`config.mk`:
```
export PLATFORM = sky130hd
export DESIGN_NAME = prog_clk_div
export DESIGN_NICKNAME = d
export VERILOG_FILES = /design/src/rtl/prog_clk_div_pkg.sv /design/src/rtl/clk_div_chan.sv /design/src/rtl/prog_clk_div.sv
export SDC_FILE = /design/constraint.sdc
export NUM_CORES = 1
export LEC_CHECK = 0
export BUFFER_PORTS_ARGS = -buffer_cell sky130_fd_sc_hd__buf_2
export CAP_MARGIN = 10
export CORE_ASPECT_RATIO = 2
export CORE_UTILIZATION = 30
export CTS_CLUSTER_SIZE = 16
export DETAILED_ROUTE_END_ITERATION = 8
export REMOVE_ABC_BUFFERS = 1
export SLEW_MARGIN = 30
export SYNTH_ARGS = -nofsm -noshare
export SYNTH_HDL_FRONTEND = slang
export SYNTH_SLANG_ARGS = --single-unit
```
`constraint.sdc`:
```
create_clock -name clk -period 4.73 [get_ports clk]
set_input_delay 0.946 -clock clk [delete_from_list [all_inputs] [get_ports clk]]
set_output_delay 0.946 -clock clk [all_outputs]
set_load 0.005 [all_outputs]
```
`src/rtl/prog_clk_div_pkg.sv`:
```
// Shared definitions for the programmable clock-enable/divider.
package prog_clk_div_pkg;

    // A half-period of zero parks a channel with its output held low.
    localparam int HALF_OFF = 0;

    // What a channel does in a given cycle, in priority order.
    typedef enum logic [1:0] {
        MODE_SYNC,
        MODE_OFF,
        MODE_HOLD,
        MODE_RUN
    } chan_mode_e;

    // Width needed to address n channels; never less than one bit.
    function automatic int ch_width(input int n);
        int w;
        w = 1;
        while ((1 << w) < n) begin
            w++;
        end
        return w;
    endfunction

endpackage

```
`src/rtl/clk_div_chan.sv`:
```
// One divider channel: half-period counter, active and shadow half-period,
// pending-update flag, square-wave output and edge tick.
module clk_div_chan
    import prog_clk_div_pkg::*;
#(
    parameter int CNT_W    = 26,
    parameter int DEF_HALF = 25_000_000
) (
    input  logic             clk,
    input  logic             clr,
    input  logic             en,
    input  logic             sync,
    input  logic             wr,
    input  logic [CNT_W-1:0] wr_half,
    output logic             clk_out,
    output logic             tick
);

    localparam logic [CNT_W-1:0] DEF_H = CNT_W'(DEF_HALF);
    localparam logic [CNT_W-1:0] OFF_H = CNT_W'(HALF_OFF);
    localparam logic [CNT_W-1:0] ONE   = CNT_W'(1);

    logic [CNT_W-1:0] cnt_reg, cnt_next;
    logic [CNT_W-1:0] half_reg, half_next;
    logic [CNT_W-1:0] shadow_reg, shadow_next;
    logic             pend_reg, pend_next;
    logic             out_reg, out_next;
    logic             tick_reg, tick_next;

    logic [CNT_W-1:0] eff_shadow;
    logic             eff_pend;
    logic             at_wrap;
    chan_mode_e       mode;

    // Fold a same-cycle write into the shadow view and pick this cycle's mode.
    always_comb begin
        eff_shadow = wr ? wr_half : shadow_reg;
        eff_pend   = wr | pend_reg;
        // ">=" rather than "==" so a stale count can never run past H-1.
        at_wrap    = (cnt_reg >= (half_reg - ONE));
        if (sync) begin
            mode = MODE_SYNC;
        end else if (half_reg == OFF_H) begin
            mode = MODE_OFF;
        end else if (!en) begin
            mode = MODE_HOLD;
        end else begin
            mode = MODE_RUN;
        end
    end

    // Next-state: counting, wrapping, and when a pending half-period takes effect.
    always_comb begin
        cnt_next    = cnt_reg;
        half_next   = half_reg;
        shadow_next = eff_shadow;
        pend_next   = eff_pend;
        out_next    = out_reg;
        tick_next   = 1'b0;
        case (mode)
            MODE_SYNC: begin
                cnt_next  = '0;
                out_next  = 1'b0;
                half_next = eff_shadow;
                pend_next = 1'b0;
            end
            MODE_OFF: begin
                cnt_next = '0;
                out_next = 1'b0;
                if (eff_pend) begin
                    half_next = eff_shadow;
                    pend_next = 1'b0;
                end
            end
            MODE_HOLD: begin
                // Output level is frozen; counting restarts from zero on re-enable.
                cnt_next = '0;
                if (eff_pend) begin
                    half_next = eff_shadow;
                    pend_next = 1'b0;
                end
            end
            MODE_RUN: begin
                if (at_wrap) begin
                    cnt_next  = '0;
                    out_next  = ~out_reg;
                    tick_next = 1'b1;
                    if (eff_pend) begin
                        half_next = eff_shadow;
                        pend_next = 1'b0;
                    end
                end else begin
                    cnt_next = cnt_reg + ONE;
                end
            end
            default: begin
                cnt_next = '0;
            end
        endcase
    end

    // Channel state register with synchronous clear.
    always_ff @(posedge clk) begin
        if (clr) begin
            cnt_reg    <= '0;
            half_reg   <= DEF_H;
            shadow_reg <= DEF_H;
            pend_reg   <= 1'b0;
            out_reg    <= 1'b0;
            tick_reg   <= 1'b0;
        end else begin
            cnt_reg    <= cnt_next;
            half_reg   <= half_next;
            shadow_reg <= shadow_next;
            pend_reg   <= pend_next;
            out_reg    <= out_next;
            tick_reg   <= tick_next;
        end
    end

    assign clk_out = out_reg;
    assign tick    = tick_reg;

endmodule

```
`src/rtl/prog_clk_div.sv`:
```
// N-channel programmable clock divider: decodes configuration writes to
// per-channel strobes, flags out-of-range writes, and hosts the channels.
module prog_clk_div
    import prog_clk_div_pkg::*;
#(
    parameter  int N_CH     = 3,
    parameter  int CNT_W    = 26,
    parameter  int DEF_HALF = 25_000_000,
    localparam int CH_W     = ch_width(N_CH)
) (
    input  logic             clk,
    input  logic             clr,
    input  logic [N_CH-1:0]  en,
    input  logic             sync,
    input  logic             cfg_we,
    input  logic [CH_W-1:0]  cfg_ch,
    input  logic [CNT_W-1:0] cfg_half,
    output logic             cfg_err,
    output logic [N_CH-1:0]  clk_out,
    output logic [N_CH-1:0]  tick
);

    // One extra bit so N_CH = 2**CH_W is representable in the comparison.
    localparam logic [CH_W:0] N_CH_V = (CH_W + 1)'(N_CH);

    logic ch_valid;
    logic err_reg;

    assign ch_valid = ({1'b0, cfg_ch} < N_CH_V);

    // Out-of-range write produces a single-cycle error pulse one cycle later.
    always_ff @(posedge clk) begin
        if (clr) begin
            err_reg <= 1'b0;
        end else begin
            err_reg <= cfg_we & ~ch_valid;
        end
    end

    assign cfg_err = err_reg;

    genvar gi;
    generate
        for (gi = 0; gi < N_CH; gi++) begin : g_chan
            logic wr;
            assign wr = cfg_we && (cfg_ch == CH_W'(gi));

            clk_div_chan #(
                .CNT_W    (CNT_W),
                .DEF_HALF (DEF_HALF)
            ) u_chan (
                .clk     (clk),
                .clr     (clr),
                .en      (en[gi]),
                .sync    (sync),
                .wr      (wr),
                .wr_half (cfg_half),
                .clk_out (clk_out[gi]),
                .tick    (tick[gi])
            );
        end
    endgenerate

endmodule

```
==> metrics.cfg <==
[outcome]
status=completed

[layout]
fillers=4147
multi_input_area_sq_um=6880
area_growth_syn_to_layout_pct=11.3
final_common_cell=dfxtp_1
seq_area_sq_um=4880
final_cells=1936
drive_gt1_share_pct=9.39
layout_common_cells=dfxtp_1 (244), nand2_1 (195), nor2_1 (151)
antenna-diode-count=0
fin_nets=1514

[route]
wl_met3_um=676
drt_iter0_drc=312
routed-via-count=9577
met2_wirelength_um=16900
drtPass1Iterations=5
avgRoutedWirePerCell_um=15.7
wl_met1_um=11200
routed_wl_um=30400
route.detailed.drc=0
top_layer=met4
routed_via_density=4.95
antenna_left=0

[sta]
clock.fmax_mhz=233
fin_hold_ws_ns=0.464
finalCritPeriodShare_pct=90.6
post-route-min-period_ns=4.28
hold_viol=0
setup_viol=0
rsz0062_at_grt=no
worst_pin_slew_ns=0.856
finalMaxSlewViolations=0
fin_tns_setup_ns=0
fin_skew_ns=0.0139
relSlewSlack_pct=42.7

[floorplan]
die_h_um=288
start_util_pct=30.5
die_area_sq_um=41700
die_x_um=145
ios=42
core_sq_um=40200
rows=104

[run]
cap_violations=0

[hold_path]
hold_end=g_chan[0].u_chan.shadow_reg[25]$_SDFF_PP0_
hp-start=g_chan[0].u_chan.shadow_reg[25]$_SDFF_PP0_
worstHoldPathCells=2
hp-class=flip-flop to flip-flop

[setup_path]
regToRegEndpoint=g_chan[2].u_chan.half_reg[9]$_SDFFE_PP0P_
path_max_fanout=12
reg2reg_setup_slack_ns=0.45
cp-end-kind=flip-flop
crit_required_ns=5.16
crit_type=flip-flop to flip-flop
start_kind=flip-flop
critPathArrivalTime_ns=4.71
r2r-start=g_chan[2].u_chan.half_reg[2]$_SDFFE_PP0P_
rr_worst_depth=12

[placed_design]
gp_congestion=0.833
numPortBuffers=41
dp.cells=1897
dp_hpwl_um=23600

[clock_network]
cts_buffer_depth=3
cts_tree=done
cts_buffers=22
cts_root_buf=clkbuf_16
path_clk_slew_ns=0.07
post_cts_buffers=0
clkSinkCount=244
insertion_delay_ns=0.54
h-tree-depth=1

[global_route]
gr-total-overflow=0
grt_pass1_vias=9595
grtUsageTotal_pct=15.1
grt_start_max_net_pins=61
antenna_found_initial=0
grt_pass1_wl_um=49400

[synth]
synth.avg_cell_area_sq_um=8.91
synth_top_area_share_pct=39.9
ys_seq_area_share_pct=39.9
synth-edff-count=0
synthTopCellsByArea=dfxtp_1 (40%), ha_1 (8.9%), nand2_1 (6.0%)
synth_top_area_cell=dfxtp_1
yosys.cell_types.count=68
syn_area_sq_um=12200
ys_ff_latch=244
synthCells=1375
synthArstFlopShare_pct=0
ys_warn_count=0
synth_ff_type=dfxtp_1

[power]
p_clk_share_pct=42.7
peakVddDrop_uv=302
seq_power_share_pct=48.9
p_per_area_nw_per_um2=324
p_leak_nw=5.15
p_int_mw=3.33
switching_share_pct=24.5
p_sw_mw=1.08
p_comb_share_pct=8.4

[synthesized netlist by cell type (8+ instances only)]
| master | number |
|---|---|
| and4_1 | 8 |
| a211oi_1 | 15 |
| dfxtp_1 | 244 |
| a22o_1 | 14 |
| o21ai_0 | 11 |
| nor2_1 | 152 |
| nand3_1 | 44 |
| nand3b_1 | 25 |
| a32o_1 | 26 |
| a2bb2oi_2 | 10 |
| nand2_1 | 195 |
| inv_1 | 36 |
| buf_4 | 10 |
| o32a_1 | 12 |
| clkbuf_1 | 32 |
| nand4_1 | 27 |
| ha_1 | 87 |
| and3_1 | 18 |
| nor4_1 | 19 |
| buf_2 | 10 |
| nor3_1 | 27 |
| or4_1 | 9 |
| a21oi_1 | 69 |
| a21o_1 | 10 |
| xor2_1 | 64 |
| and2_1 | 17 |
| or3_1 | 8 |
| xnor2_1 | 81 |
| a2bb2oi_1 | 14 |
[power by group through the flow]
stage / Combinational (mW) / Clock [mW] / Sequential [mW]
2_1_floorplan: 0.247 / 0 / 2.19
3_3_place_gp: 0.364 / 0 / 2.20
3_5_place_dp: 0.373 / 0 / 2.20
4_1_cts: 0.376 / 1.94 / 2.16
5_1_grt: 0.414 / 2.00 / 2.16
6_report: 0.373 / 1.89 / 2.16
[through the flow]
| stage | setup WS (ns) | util (%) | total power [mW] | area, sq um |
|---|---|---|---|---|
| CTS | 0.295 | 33.9 | 4.47 | 13600 |
| floorplan | 0.710 | - | 2.44 | 11900 |
| global placement | 0.486 | 32.0 | 2.57 | 12900 |
| global route | 0.0745 | 33.9 | 4.58 | 13600 |
| finish | 0.447 | 33.9 | 4.42 | 13600 |
| detailed placement | 0.309 | 32.0 | 2.58 | 12900 |
[cells by family (layout without fill, tap and decap cells)]
family | count (synthesis) | after routing | synth area share (%)
DFF | 244 | 244 | 39.9
xor gates and xnor gates | 145 | 145 | 10.4
and+or+nand+nor | 590 | 590 | 23.7
adders and majority gates | 87 | 87 | 8.89
buffers and inverters | 99 | 130 | 4.00
AOI/OAI and AO/OA | 210 | 210 | 13.2
[layer usage]
metal  vias up  GRT usage, %
li1       4846             -
met1      4550          14.9
met2       125          29.7
met3        56          1.55
met4         0          8.74
met5         -             0
[critical path, stage by stage (launching register included)]
cell and delay, ns:
dfxtp_1 0.34, or4_1 0.60, nor3_2 0.39, nand2_1 0.20
nor3_1 0.24, xnor2_1 0.17, ha_1 0.28, a21oi_1 0.15
o21ai_0 0.11, a221oi_1 0.33, o21ai_0 0.27, or4_1 0.77
a32o_1 0.31
[layout make-up]
type	instances	share of cell area [%]
multi-input cells	1032	50.5
flip-flops and latches	244	35.8
well taps	530	4.86
clock buffers	28	4.42
repair buffers	56	2.36
clock inverters	10	1.05
inverters	36	0.991
[worst max path at each step]
stage,end,cells after the start,start,slack [ns]
after global placement,g_chan[1].u_chan.cnt_reg[5]$_SDFF_PP0_,15,g_chan[1].u_chan.half_reg[2]$_SDFFE_PP0P_,0.49
after global routing,g_chan[1].u_chan.half_reg[20]$_SDFFE_PP1P_,15,g_chan[1].u_chan.half_reg[2]$_SDFFE_PP0P_,0.07
after detailed placement,g_chan[1].u_chan.cnt_reg[1]$_SDFF_PP0_,15,g_chan[1].u_chan.half_reg[2]$_SDFFE_PP0P_,0.31
after CTS,g_chan[1].u_chan.cnt_reg[2]$_SDFF_PP0_,15,g_chan[1].u_chan.half_reg[2]$_SDFFE_PP0P_,0.29
final,g_chan[2].u_chan.half_reg[9]$_SDFFE_PP0P_,12,g_chan[2].u_chan.half_reg[2]$_SDFFE_PP0P_,0.45
after floorplan,g_chan[0].u_chan.half_reg[24]$_SDFFE_PP1P_,15,g_chan[0].u_chan.half_reg[2]$_SDFFE_PP0P_,0.71
[repair_timing]
action,CTS,global route
endpoints found under the setup margin,0,23
hold endpoints to repair,0,0
gates resized for setup,0,1
hold buffers,0,0
(Power assumes the default switching activity.)
